--- src/rtl/motor_ctrl_pkg.sv ---
// Shared types for the multi-channel H-bridge controller: channel states,
// command encodings and the state-to-gate-drive mapping.
package motor_ctrl_pkg;

  typedef enum logic [2:0] {
    ST_IDLE,
    ST_FWD,
    ST_REV,
    ST_DEAD,
    ST_FAULT
  } state_t;

  localparam logic [1:0] CMD_OFF = 2'b00;
  localparam logic [1:0] CMD_FWD = 2'b01;
  localparam logic [1:0] CMD_REV = 2'b10;
  localparam logic [1:0] CMD_ILL = 2'b11;

  // Only the two drive states energise the bridge; everything else is all-off.
  function automatic logic [1:0] drive(input state_t s);
    case (s)
      ST_FWD:  drive = CMD_FWD;
      ST_REV:  drive = CMD_REV;
      default: drive = CMD_OFF;
    endcase
  endfunction

endpackage

--- src/rtl/motor_channel.sv ---
// One H-bridge channel: direction FSM with dead-time counter.
// Fault latching on command 11 is built only with MOTOR_CTRL_FAULT_LATCH_EN.
module motor_channel
  import motor_ctrl_pkg::*;
#(
  parameter int unsigned DEAD_CYCLES = 16
) (
  input  logic       clk,
  input  logic       rst,
  input  logic [1:0] sel,
  input  logic       clear_fault,
  output logic [1:0] sel_protected,
  output logic       busy,
  output logic       fault
);

  localparam int unsigned    CW        = $clog2(DEAD_CYCLES + 1);
  localparam logic [CW-1:0] DEAD_LOAD = CW'(DEAD_CYCLES - 1);

  state_t        state, state_nxt;
  logic [CW-1:0] cnt, cnt_nxt;
  logic [1:0]    cmd;

`ifdef MOTOR_CTRL_FAULT_LATCH_EN
  assign cmd = sel;
`else
  logic unused_clear_fault;
  assign cmd                = (sel == CMD_ILL) ? CMD_OFF : sel;
  assign unused_clear_fault = clear_fault;
`endif

  always_ff @(posedge clk) begin
    if (rst) begin
      state <= ST_IDLE;
      cnt   <= '0;
    end else begin
      state <= state_nxt;
      cnt   <= cnt_nxt;
    end
  end

  always_comb begin
    state_nxt = state;
    cnt_nxt   = cnt;
    case (state)
      ST_IDLE: begin
        if (cmd == CMD_FWD)      state_nxt = ST_FWD;
        else if (cmd == CMD_REV) state_nxt = ST_REV;
      end
      ST_FWD, ST_REV: begin
        if (cmd != drive(state)) begin
          state_nxt = ST_DEAD;
          cnt_nxt   = DEAD_LOAD;
        end
      end
      ST_DEAD: begin
        // Counter sits at 0 on the final dead cycle, so it already holds 0 on exit.
        if (cnt == '0) begin
          if (cmd == CMD_FWD)      state_nxt = ST_FWD;
          else if (cmd == CMD_REV) state_nxt = ST_REV;
          else                     state_nxt = ST_IDLE;
        end else begin
          cnt_nxt = cnt - CW'(1);
        end
      end
`ifdef MOTOR_CTRL_FAULT_LATCH_EN
      ST_FAULT: begin
        if (clear_fault) begin
          state_nxt = ST_DEAD;
          cnt_nxt   = DEAD_LOAD;
        end
      end
`endif
      default: begin
        state_nxt = ST_IDLE;
        cnt_nxt   = '0;
      end
    endcase
`ifdef MOTOR_CTRL_FAULT_LATCH_EN
    // Illegal command wins over everything, including a clear at the same edge.
    if (cmd == CMD_ILL) begin
      state_nxt = ST_FAULT;
      cnt_nxt   = '0;
    end
`endif
  end

  assign sel_protected = drive(state);
  assign busy          = (state == ST_DEAD);
`ifdef MOTOR_CTRL_FAULT_LATCH_EN
  assign fault = (state == ST_FAULT);
`else
  assign fault = 1'b0;
`endif

endmodule

--- src/rtl/multi_motor_controller.sv ---
// N-channel H-bridge direction controller with per-channel dead-time.
// Optional fault latching is enabled with MOTOR_CTRL_FAULT_LATCH_EN.
module multi_motor_controller
  import motor_ctrl_pkg::*;
#(
  parameter int unsigned N_MOTORS    = 4,
  parameter int unsigned DEAD_CYCLES = 16
) (
  input  logic                  clk,
  input  logic                  rst,
  input  logic [2*N_MOTORS-1:0] sel,
  input  logic [N_MOTORS-1:0]   clear_fault,
  output logic [2*N_MOTORS-1:0] sel_protected,
  output logic [N_MOTORS-1:0]   busy,
  output logic [N_MOTORS-1:0]   fault
);

  for (genvar i = 0; i < N_MOTORS; i++) begin : g_ch
    motor_channel #(
      .DEAD_CYCLES(DEAD_CYCLES)
    ) u_ch (
      .clk           (clk),
      .rst           (rst),
      .sel           (sel[2*i +: 2]),
      .clear_fault   (clear_fault[i]),
      .sel_protected (sel_protected[2*i +: 2]),
      .busy          (busy[i]),
      .fault         (fault[i])
    );
  end

endmodule

--- config.mk ---
export PLATFORM = sky130hd
export DESIGN_NAME = multi_motor_controller
export DESIGN_NICKNAME = d
export VERILOG_FILES = /design/src/rtl/motor_ctrl_pkg.sv /design/src/rtl/motor_channel.sv /design/src/rtl/multi_motor_controller.sv
export SDC_FILE = /design/constraint.sdc
export NUM_CORES = 1
export LEC_CHECK = 0
export CORE_MARGIN = 2
export CORE_UTILIZATION = 60
export CTS_BUF_LIST = sky130_fd_sc_hd__clkbuf_16
export DETAILED_ROUTE_END_ITERATION = 12
export PLACE_DENSITY = 0.92
export RECOVER_POWER = 50
export SLEW_MARGIN = 15
export SYNTH_ARGS = -nofsm -noshare
export SYNTH_HDL_FRONTEND = slang
export SYNTH_SLANG_ARGS = --single-unit
--- constraint.sdc ---
create_clock -name clk -period 3.2 [get_ports clk]
set_input_delay 0.48 -clock clk [delete_from_list [all_inputs] [get_ports clk]]
set_output_delay 0.48 -clock clk [all_outputs]
set_load 0.005 [all_outputs]
* Word level (Yosys, flattened, before mapping)
Index checks and enable logic that the tools add are counted.
Word-level totals: bits of input ports 14, output and inout port bits 16, register bits after elaboration 32, logic and storage cells 132
Cells by class: multiplexer cells 52, equality and inequality tests 44, reductions and logical operators 20, add/subtract/negate cells 4, bitwise gates (word level) 4
Operator list (number):
- two-way mux 3 bit | 20
- one-hot mux 5 bit (3 select lines) | 4
- two-way mux 5 bit | 8
- one-hot mux 3 bit (3 select lines) | 4
- equality test 3 x 2 -> 1 bit (second input constant) | 8
- two-way mux 2 bit | 12
- AND reduction 3 bit | 8
- logical NOT 5 bit | 4
- subtractor 5 x 1 -> 5 bit (second input constant) | 4
- equality test 2 bit (second input constant) | 8
- != test 2 bit (second input constant) | 8
- one-hot mux 2 bit (2 select lines) | 4
- equality test 3 x 1 -> 1 bit (second input constant) | 4
- logical NOT 3 bit | 4
- != test 3 x 1 -> 1 bit (second input constant) | 4
- equality test 2 x 1 -> 1 bit (second input constant) | 4
- != test 2 x 1 -> 1 bit (second input constant) | 4
- != test 2 bit | 4
- OR reduction 2 bit | 4
- NOT 1 bit | 4

* Logic depth before layout (Yosys ltp)
Gate-level depths: netlist of run 1.
depth in word-level cells 7, depth in mapped cells 6, depth with buffers taken out 6

* Modules after synthesis
From an unflattened synthesis of run 1, not the netlist that was laid out.
Unflattened totals: cells, all modules 295, area, all modules 2446.1 um^2
By module, submodules not included:
- motor_channel at g_ch[0].u_ch ... | area an instance 624.3 um^2, instances 3, sequential area each 140.1 um^2, cells each 75
- motor_channel at g_ch[3].u_ch | area an instance 573.0 um^2, instances 1, sequential area each 140.1 um^2, cells each 70

* Worst setup path after synthesis of run 1
No wires, ideal clock.
path kind register to register, start point register g_ch[0].u_ch.state[0], end point register g_ch[0].u_ch.cnt[4], cell stages (with the launch flop) 7, arrival 1.705 ns, clock period less this slack 1.823 ns, path slack 1.377 ns, setup time 0.117 ns, data required time 3.083 ns, path buffers 0, path through dfxtp_1 inv_1 ha_1 xor2_1 a211o_1 a221o_1 a32o_1
Between the ends: word-level cells in the longest chain between the ends 6, elaborated cells on any way between the ends 13, classes of those cells eq/ne (6); mux (3); bitwise (1); reduce/logical (3)
Ends and longest elaborated chain:
- start: declaration | RTL line motor_channel.sv:20 | state_t state, state_nxt;
- start signal: assignment | RTL line motor_channel.sv:37 | state <= state_nxt;
- equality test 3 x 2 -> 1 bit / equality test 3 x 1 -> 1 bit (equally long branches)
- one-hot mux 2 bit (2 select lines) *
- net sel_protected[1] | RTL line multi_motor_controller.sv:13 | output logic [2*N_MOTORS-1:0] sel_protected,
- two-way mux 2 bit * | RTL line motor_channel.sv:45 | case (state)
- != test 2 bit * | RTL line motor_channel.sv:51 | if (cmd != drive(state)) begin
- != test 2 x 1 -> 1 bit (no line) *
- AND reduction 3 bit (no line) *
- end signal: assignment | RTL line motor_channel.sv:38 | cnt <= cnt_nxt;
- end: declaration | RTL line motor_channel.sv:21 | logic [CW-1:0] cnt, cnt_nxt;
The timed path passes the listed nets; every way through them passes the cells marked *. The select of a mux whose other input is x is not followed. A chain may end at the register's enable or synchronous reset.

* Worst setup path after layout of run 1
start point input port sel[3], end point register g_ch[1].u_ch.cnt[0]
Between the ends: word-level cells in the longest chain between the ends 5
Ends and longest elaborated chain:
- start: declaration | RTL line multi_motor_controller.sv:11 | input logic [2*N_MOTORS-1:0] sel,
- equality test 2 bit | RTL line motor_channel.sv:28 | assign cmd = (sel == CMD_ILL) ? CMD_OFF : sel;
- two-way mux 2 bit * | RTL line motor_channel.sv:28
- != test 2 bit * | RTL line motor_channel.sv:51
- != test 2 x 1 -> 1 bit (no line) *
- AND reduction 3 bit (no line) *
- end signal: assignment | RTL line motor_channel.sv:38
- end: declaration | RTL line motor_channel.sv:21
Mark *: on every way between the ends. The rest lies on a longest branch, timed or not.

==> impl_metrics.ini, run 1 <==
[yosys]
ys_seq_elements = 28
synthMuxAreaShare_pct = 1.33
synth-xor-area-share_pct = 2.32
synth-adder-area-share_pct = 12.7
synth_top_family_by_area = compound AO/OA/AOI/OAI gates
synth_compound_area_share_pct = 31.7
synthCells = 259
async_reset_ff_share_pct = 0
yosys-top-cells-count = 31 x inv_1, 28 x dfxtp_1, 23 x ha_1
ys.flop_type = dfxtp_1
ys_types = 52
yosysSeqAreaShare_pct = 24.8
syn-mean-instance-area_sq_um = 8.73
synthTopCellsByArea = dfxtp_1 25%, ha_1 13%, inv_1 5.1%
yosys_warnings = 0
synth-edff-count = 0
yosysTopAreaCell = dfxtp_1
synth.most_common_cell = inv_1
syn_area_sq_um = 2260
synth_top_cell_area_share_pct = 24.8
synth-simple-area-share_pct = 17.8

[route]
top_layer_used = met4
drt.antenna.violating_nets = 0
route.met2.wl_microns = 2290
routedWlPerCell_microns = 14.8
wl_microns = 4720
via_per_inst = 6.26
dr.pass1.iters = 5
wl_met1_microns = 2180
drt_iter0_markers = 180
met3_length_microns = 171
drc = 0
vias = 1996

[sta]
slew_viol_final = 0
tightest_slew_ns = 0.722
setup_viol = 0
fin_crit_sh_pct = 71.9
hold_viol_final = 0
max_freq_mhz = 435
slew_headroom_pct = 51.4
finalCriticalPeriod_ns = 2.30
clock_skew_ns = 0.00238
tns_ns = 0
rsz0062_at_grt = false

[global_route]
grt_pass1_vias = 1846
gr-usage-all-layers_pct = 23.2
antenna_found_initial = 0
grt_first_pass_wirelength_microns = 8030
globalRouteOverflowTotal = 0
grt_max_degree = 23

[cells_and_area]
multiInputGateArea_sq_um = 1480
antenna_cells = 0
n_fill_cell = 279
layout.cells.non_filler = 319
post-route-util_pct = 69.1
area_delta_synth_final_pct = 11.1
final-seq-area_sq_um = 561
layout-drive-gt1-share_pct = 5.90
final_nets = 310

[cts]
cts_buffers = 3
cts.htree.levels = 1
path_clk_slew_ns = 0.07
cts_tree = done
ctsLongestPathBuffers = 2
cts_root_buf = clkbuf_16
ctsHoldBuffers = 0
post_cts_resized = 0
clk-insertion-delay-late_ns = 0.26
postCtsSetupRepairBufs = 0
numClockSinks = 28

[die]
core_sq_um = 3630
io_pins = 30
start_util_pct = 62.2
dieArea_sq_um = 4280
die_w_microns = 65.4
die_y_microns = 65.4
rows = 22

[pwr]
power_mw = 2.45
p_leak_nw = 0.986
p_per_area_nw_per_um2 = 977
peakVddDrop_v = 0.000357

[placed_design]
io_buffer_count = 21
placedCellCount = 316
dpl.hpwl_microns = 3400
routabilityCongestion = 0.820

[worst_setup_path]
crit_slowest_cell = dlygate4sd3_1
cp_cell_sequence = dlygate4sd3_1 > xor2_1 > a211oi_1 > o21ai_0 > a221oi_1
crit_path_start_kind = primary input
worst_path_largest_cell_delay_ns = 0.64
worstPathArrival_ns = 2.47
crit_fanout = 6
critPathKind = primary input to flop
required_ns = 3.37
cp-end-kind = flop

[flow_run]
drv_cap = 0

[hold_path]
min_path_type = flop to flop

[status]
outcome = completed
## per-layer routing
layer  vias up  track usage [%]
li1        983                -
met1       947             29.3
met2        57             40.6
met3         9             2.91
met4         0             8.33
met5         -                0
## worst max-delay path: cells and delay by family
family	cells	cell delay, ns
AOI/OAI and AO/OA	3	1.15
xor gates and xnor gates	1	0.20
buffers and inverters	1	0.64
## path summary, 6_finish.rpt
path | startpoint | end | slack (ns) | cells past startpoint
worst max register to register | g_ch[0].u_ch.state[0] | g_ch[0].u_ch.cnt[0] | 1.05 | 6
worst max-delay path | sel[3] | g_ch[1].u_ch.cnt[0] | 0.90 | 5
worst min-delay path | g_ch[0].u_ch.cnt[1] | g_ch[0].u_ch.cnt[1] | 0.50 | 1
worst min register to register | g_ch[0].u_ch.cnt[1] | g_ch[0].u_ch.cnt[1] | 0.50 | 1
## final cells by class
type	instances	share of cell area, %
Inverter	31	4.63
Timing Repair Buffer	22	8.67
Multi-Input combinational cell	187	59.0
Tap cell	48	2.39
Sequential cell	28	22.3
Clock buffer	3	2.99
## metrics by stage
step | cell area, sq um | setup slack [ns] | hold slack (ns)
floorplan | 2270 | 1.38 | 0.445
global route | 2510 | 0.677 | 0.520
global placement | 2460 | 0.975 | 0.459
CTS | 2530 | 1.07 | 0.500
detailed placement | 2460 | 0.950 | 0.485
finish | 2510 | 0.901 | 0.498
## kinds of logic (layout without fill, tap and decap cells)
family / Yosys count / count (layout)
compound gates: 86 / 86
simple gates: 65 / 65
buf+inv: 47 / 56
flops: 28 / 28
fa+ha+maj: 23 / 23
xor+xnor: 6 / 6
mux: 3 / 3
other cells: 1 / 4
## flip-flops by register name, summed over array words and instances, names as in the netlist
name	count
g_ch.u_ch.cnt	20
g_ch.u_ch.state	8
## cell usage in the layout (no fill, tap or decap), drive strengths merged, types with 5 or more instances in the layout
master,Yosys,routed
nor4bb,5,5
nor2b,6,6
dfxtp,28,28
a221oi,9,9
a21oi,13,13
clkdlybuf4s50,0,14
ha,23,23
nor3,6,6
nand2b,8,8
inv,31,31
o21a,7,7
dlygate4sd3,0,7
o21ai,9,9
nand2,11,11
a32o,9,9
o221ai,8,8
nor2,11,11
nand3b,6,6
## where the power goes
part           internal [mW]  switching [mW]
Sequential             0.485           0.122
Clock                  0.166           0.118
Combinational          0.736           0.828
Note: power is estimated with default switching activity, not from simulation.
==> inputs of run 2 (changes only) <==
--- a/config.mk
+++ b/config.mk
@@ -6,10 +6,10 @@
 export NUM_CORES = 1
 export LEC_CHECK = 0
 export CORE_MARGIN = 2
-export CORE_UTILIZATION = 60
+export CORE_UTILIZATION = 56
 export CTS_BUF_LIST = sky130_fd_sc_hd__clkbuf_16
 export DETAILED_ROUTE_END_ITERATION = 12
-export PLACE_DENSITY = 0.92
+export PLACE_DENSITY = 0.87
 export RECOVER_POWER = 50
 export SLEW_MARGIN = 15
 export SYNTH_ARGS = -nofsm -noshare
==> constraint.sdc (replaced) <==
create_clock -name clk -period 2.3 [get_ports clk]
set_input_delay 0.345 -clock clk [delete_from_list [all_inputs] [get_ports clk]]
set_output_delay 0.345 -clock clk [all_outputs]
set_load 0.005 [all_outputs]
==> impl_metrics.ini, run 2 (synthesized netlist as in run 1, its figures left out) <==
[cells_and_area]
final_cell_mix = 31 x inv_1, 28 x dfxtp_1, 23 x ha_1, 13 x a21oi_1, 13 x clkdlybuf4s50_1
n_fill_cell = 334
final_area_sq_um = 2520
largest_registers = g_ch.u_ch.cnt x20, g_ch.u_ch.state x8
layout.cells.non_filler = 322
final_nets = 311
largest_reg_flops = 20
layout-drive-gt1-share_pct = 6.25
layout_commonest_cell = inv_1
antenna_cells = 0
area_delta_synth_final_pct = 11.6
largest-register = g_ch.u_ch.cnt

[placed_design]
dpl.hpwl_microns = 3260
placedCellCount = 319
io_buffer_count = 21
routabilityCongestion = 0.862
dpl_cell_area_sq_um = 2470

[status]
outcome = completed

[cts]
cts_tree = done
cts.htree.levels = 1
ctsHoldBuffers = 0
postCtsSetupRepairBufs = 0
clk-insertion-delay-late_ns = 0.25
numClockSinks = 28
ctsLongestPathBuffers = 2
post_cts_resized = 0
cts_buffers = 3
cts_root_buf = clkbuf_16
path_clk_slew_ns = 0.06

[route]
vias = 1960
dr.pass1.iters = 4
wl_microns = 4320
routedWlPerCell_microns = 13.4
drt_iter0_markers = 136
drt.antenna.violating_nets = 0
via_per_inst = 6.09
drc = 0

[worst_setup_path]
reg2reg_slack_ns = 0.29
rr_endpoint = g_ch[2].u_ch.cnt[2]
crit_path_start_kind = flop
required_ns = 2.45
crit_fanout = 5
worst_path_largest_cell_delay_ns = 0.56
r2r_start = g_ch[2].u_ch.state[1]
crit_buf_inv = 1
cp_num_cells = 6
path_delay_family = compound AO/OA/AOI/OAI gates
cp-end-kind = flop
cp_cell_sequence = inv_1 > ha_1 > nor4bb_1 > a211oi_1 > o221ai_1 > a32o_1
r2r_cells = 6
crit_slowest_cell = a211oi_1
worstPathArrival_ns = 2.16
critPathKind = flop to flop

[die]
core_sq_um = 3940
io_pins = 30
die_y_microns = 67.5
dieArea_sq_um = 4560
start_util_pct = 57.3
die_w_microns = 67.5
rows = 23

[global_route]
grt_pass1_vias = 1710
grt_max_degree = 22
grt_first_pass_wirelength_microns = 7250
globalRouteOverflowTotal = 0
gr-usage-all-layers_pct = 19.7
antenna_found_initial = 0

[hold_path]
hp-start = g_ch[1].u_ch.cnt[4]
hold_path_end = g_ch[1].u_ch.cnt[4]
min_path_type = flop to flop
whs_path_depth = 1

[flow_run]
drv_cap = 0

[pwr]
pwr-share-clk_pct = 11.3
p_per_area_nw_per_um2 = 1330
switching_share_pct = 42.6
power_mw = 3.35
peakVddDrop_v = 0.000480
intPower_mw = 1.92
combPwrFrac_pct = 63.6
p_leak_nw = 1.00
switchingPower_mw = 1.43
power.share.sequential_pct = 25.0

[sta]
clock_skew_ns = 0.00348
setup_viol = 0
rsz0062_at_grt = false
fin_crit_sh_pct = 87.4
max_freq_mhz = 497
tightest_slew_ns = 0.657
slew_headroom_pct = 56.1
hold_viol_final = 0
slew_viol_final = 0
finalCriticalPeriod_ns = 2.01
tns_ns = 0
-- run 2: worst max-delay path by stage --
stage                               start                  end
global route        g_ch[1].u_ch.state[1]  g_ch[1].u_ch.cnt[0]
global placement                   sel[1]  g_ch[0].u_ch.cnt[4]
detailed placement                 sel[1]  g_ch[0].u_ch.cnt[4]
finish              g_ch[2].u_ch.state[1]  g_ch[2].u_ch.cnt[2]
floorplan           g_ch[0].u_ch.state[0]  g_ch[0].u_ch.cnt[4]
CTS                 g_ch[0].u_ch.state[0]              busy[0]
-- run 2: layout make-up --
| cell class | count | area (sq um) | area share (%) |
|---|---|---|---|
| Multi-Input combinational cell | 187 | 1480 | 58.8 |
| Sequential cell | 28 | 561 | 22.2 |
| Timing Repair Buffer | 23 | 225 | 8.93 |
| Inverter | 31 | 116 | 4.61 |
| Clock buffer | 3 | 75.1 | 2.98 |
| Tap cell | 50 | 62.6 | 2.48 |
-- run 2: power by group through the flow --
| stage | sequential, mW | clock [mW] | combinational, mW |
|---|---|---|---|
| floorplan | 0.805 | 0 | 1.74 |
| global placement | 0.835 | 0 | 2.14 |
| detailed placement | 0.844 | 0 | 2.18 |
| CTS | 0.836 | 0.390 | 2.20 |
| global route | 0.864 | 0.407 | 2.38 |
| finish | 0.839 | 0.380 | 2.13 |
-- run 2: metal layers --
| metal | up-vias | share of wire (%) | track usage [%] |
|---|---|---|---|
| li1 | 984 | - | - |
| met1 | 938 | 49 | 26.7 |
| met2 | 36 | 47 | 33.7 |
| met3 | 2 | 3.2 | 2.50 |
| met4 | 0 | 0.093 | 3.06 |
| met5 | - | 0 | 0 |
-- run 2: stage by stage --
| stage | hold WS [ns] | util [%] | setup slack (ns) |
|---|---|---|---|
| floorplan | 0.445 | - | 0.477 |
| global placement | 0.456 | 62.6 | 0.214 |
| detailed placement | 0.461 | 62.6 | 0.194 |
| CTS | 0.473 | 64.5 | 0.310 |
| global route | 0.484 | 64.0 | 0.135 |
| finish | 0.475 | 64.0 | 0.289 |
==> inputs of run 3 (changes only) <==
--- a/config.mk
+++ b/config.mk
@@ -5,7 +5,6 @@
 export SDC_FILE = /design/constraint.sdc
 export NUM_CORES = 1
 export LEC_CHECK = 0
-export CORE_MARGIN = 2
 export CORE_UTILIZATION = 56
 export CTS_BUF_LIST = sky130_fd_sc_hd__clkbuf_16
 export DETAILED_ROUTE_END_ITERATION = 12
==> impl_metrics.ini, run 3 (synthesized netlist as in run 1, its figures left out) <==
[status]
outcome = completed

[die]
dieArea_sq_um = 4300
start_util_pct = 60.0
core_sq_um = 3770
io_pins = 30
rows = 22
die_w_microns = 65.5
die_y_microns = 65.5

[route]
dr.pass1.iters = 4
drt.antenna.violating_nets = 0
routedWlPerCell_microns = 14.4
drt_iter0_markers = 157
wl_microns = 4630
via_per_inst = 6.24
vias = 2008
drc = 0

[cells_and_area]
layout.cells.non_filler = 322
post-route-util_pct = 68.2
final_cell_mix = 31 x inv_1, 28 x dfxtp_1, 23 x ha_1, 13 x a21oi_1, 13 x clkdlybuf4s50_1
final_nets = 312
largest_reg_flops = 20
layout_commonest_cell = inv_1
n_fill_cell = 310
largest-register = g_ch.u_ch.cnt
largest_registers = g_ch.u_ch.cnt x20, g_ch.u_ch.state x8
antenna_cells = 0
layout-drive-gt1-share_pct = 7.66
area_delta_synth_final_pct = 13.8

[sta]
tightest_slew_ns = 0.684
setup_viol = 0
rsz0062_at_grt = false
slew_headroom_pct = 54.1
clock_skew_ns = 0.00345
hold_viol_final = 0
fin_crit_sh_pct = 90.4
tns_ns = 0
worst_slack_ns = 0.221
slew_viol_final = 0
max_freq_mhz = 481
finalCriticalPeriod_ns = 2.08

[global_route]
grt_first_pass_wirelength_microns = 7970
grt_use_met1_pct = 28.9
grt_busiest_layer = met2
globalRouteOverflowTotal = 0
grt_max_degree = 22
grt_pass1_vias = 1884
met2_usage_pct = 40.3
antenna_found_initial = 0
gr-usage-all-layers_pct = 22.8
grt_util_met3_pct = 1.91

[worst_setup_path]
cp-end-kind = flop
crit_fanout = 5
critPathKind = flop to flop
required_ns = 2.46
crit_path_start_kind = flop
worstPathArrival_ns = 2.23

[pwr]
pwr-share-clk_pct = 14.3
switching_share_pct = 41.9
intPower_mw = 2.07
power.share.sequential_pct = 23.7
switchingPower_mw = 1.49
peakVddDrop_v = 0.000528
p_per_area_nw_per_um2 = 1380
p_leak_nw = 1.03
combPwrFrac_pct = 61.9

[placed_design]
dpl.hpwl_microns = 3420
placedCellCount = 318
place_ws_ns = 0.182
routabilityCongestion = 0.863
io_buffer_count = 21

[cts]
numClockSinks = 28
ctsHoldBuffers = 0
cts_tree = done
ctsLongestPathBuffers = 2
path_clk_slew_ns = 0.07
clk-insertion-delay-late_ns = 0.26
postCtsSetupRepairBufs = 0
cts_buffers = 3
post_cts_resized = 0
cts.htree.levels = 1
cts_root_buf = clkbuf_16

[hold_path]
min_path_type = flop to flop

[flow_run]
drv_cap = 0
==> run 3: cell count changes in the layout (fill, tap and decap cells not counted) <==
cell       change
a21boi_0       -1
a211oi_2       +1
buf_4          +1
a21boi_4       +1
bufinv_16      +1
a211oi_1       -1
==> run 3: routing by layer <==
metal	vias to the layer above	part of all wire [%]	wire, microns
met3	4	3.5	160
met1	962	46	2150
met2	52	49	2280
met4	0	0.78	36
li1	990	-	-
met5	-	0	0
==> run 3: final timing paths <==
kind,cells after the start,slack [ns],endpoint,start
max,6,0.22,g_ch[2].u_ch.cnt[2],g_ch[2].u_ch.state[1]
min reg2reg,1,0.48,g_ch[1].u_ch.cnt[4],g_ch[1].u_ch.cnt[4]
min,1,0.48,g_ch[1].u_ch.cnt[4],g_ch[1].u_ch.cnt[4]
max reg2reg,6,0.22,g_ch[2].u_ch.cnt[2],g_ch[2].u_ch.state[1]
==> run 3: final cells by class <==
type	count	area (sq um)	share of cell area, %
Multi-Input combinational cell	187	1500	58.2
Sequential cell	28	561	21.8
Timing Repair Buffer	24	233	9.04
Inverter	31	116	4.52
Clock buffer	3	75.1	2.92
Tap cell	48	60.1	2.33
Clock inverter	1	30.0	1.17
==> run 3: worst max-delay path, stage by stage, from the launching register on <==
cell	delay [ns]
dfxtp_1	0.36
inv_1	0.10
ha_1	0.23
nor4bb_1	0.16
a211oi_1	0.59
o221ai_1	0.24
a32o_1	0.29
==> run 3: per-stage QoR <==
stage | power, mW | area [sq um] | hold WS (ns)
final | 3.56 | 2570 | 0.479
after CTS | 3.59 | 2580 | 0.476
after global routing | 3.86 | 2570 | 0.501
after floorplan | 2.55 | 2270 | 0.445
after global placement | 2.99 | 2470 | 0.457
after detailed placement | 3.06 | 2470 | 0.467
==> run 3: power by group through the flow <==
stage / Clock, mW / Sequential [mW] / Combinational (mW)
2_1_floorplan: 0 / 0.805 / 1.74
3_3_place_gp: 0 / 0.840 / 2.15
3_5_place_dp: 0 / 0.846 / 2.22
4_1_cts: 0.520 / 0.840 / 2.23
5_1_grt: 0.547 / 0.873 / 2.44
6_report: 0.511 / 0.845 / 2.21
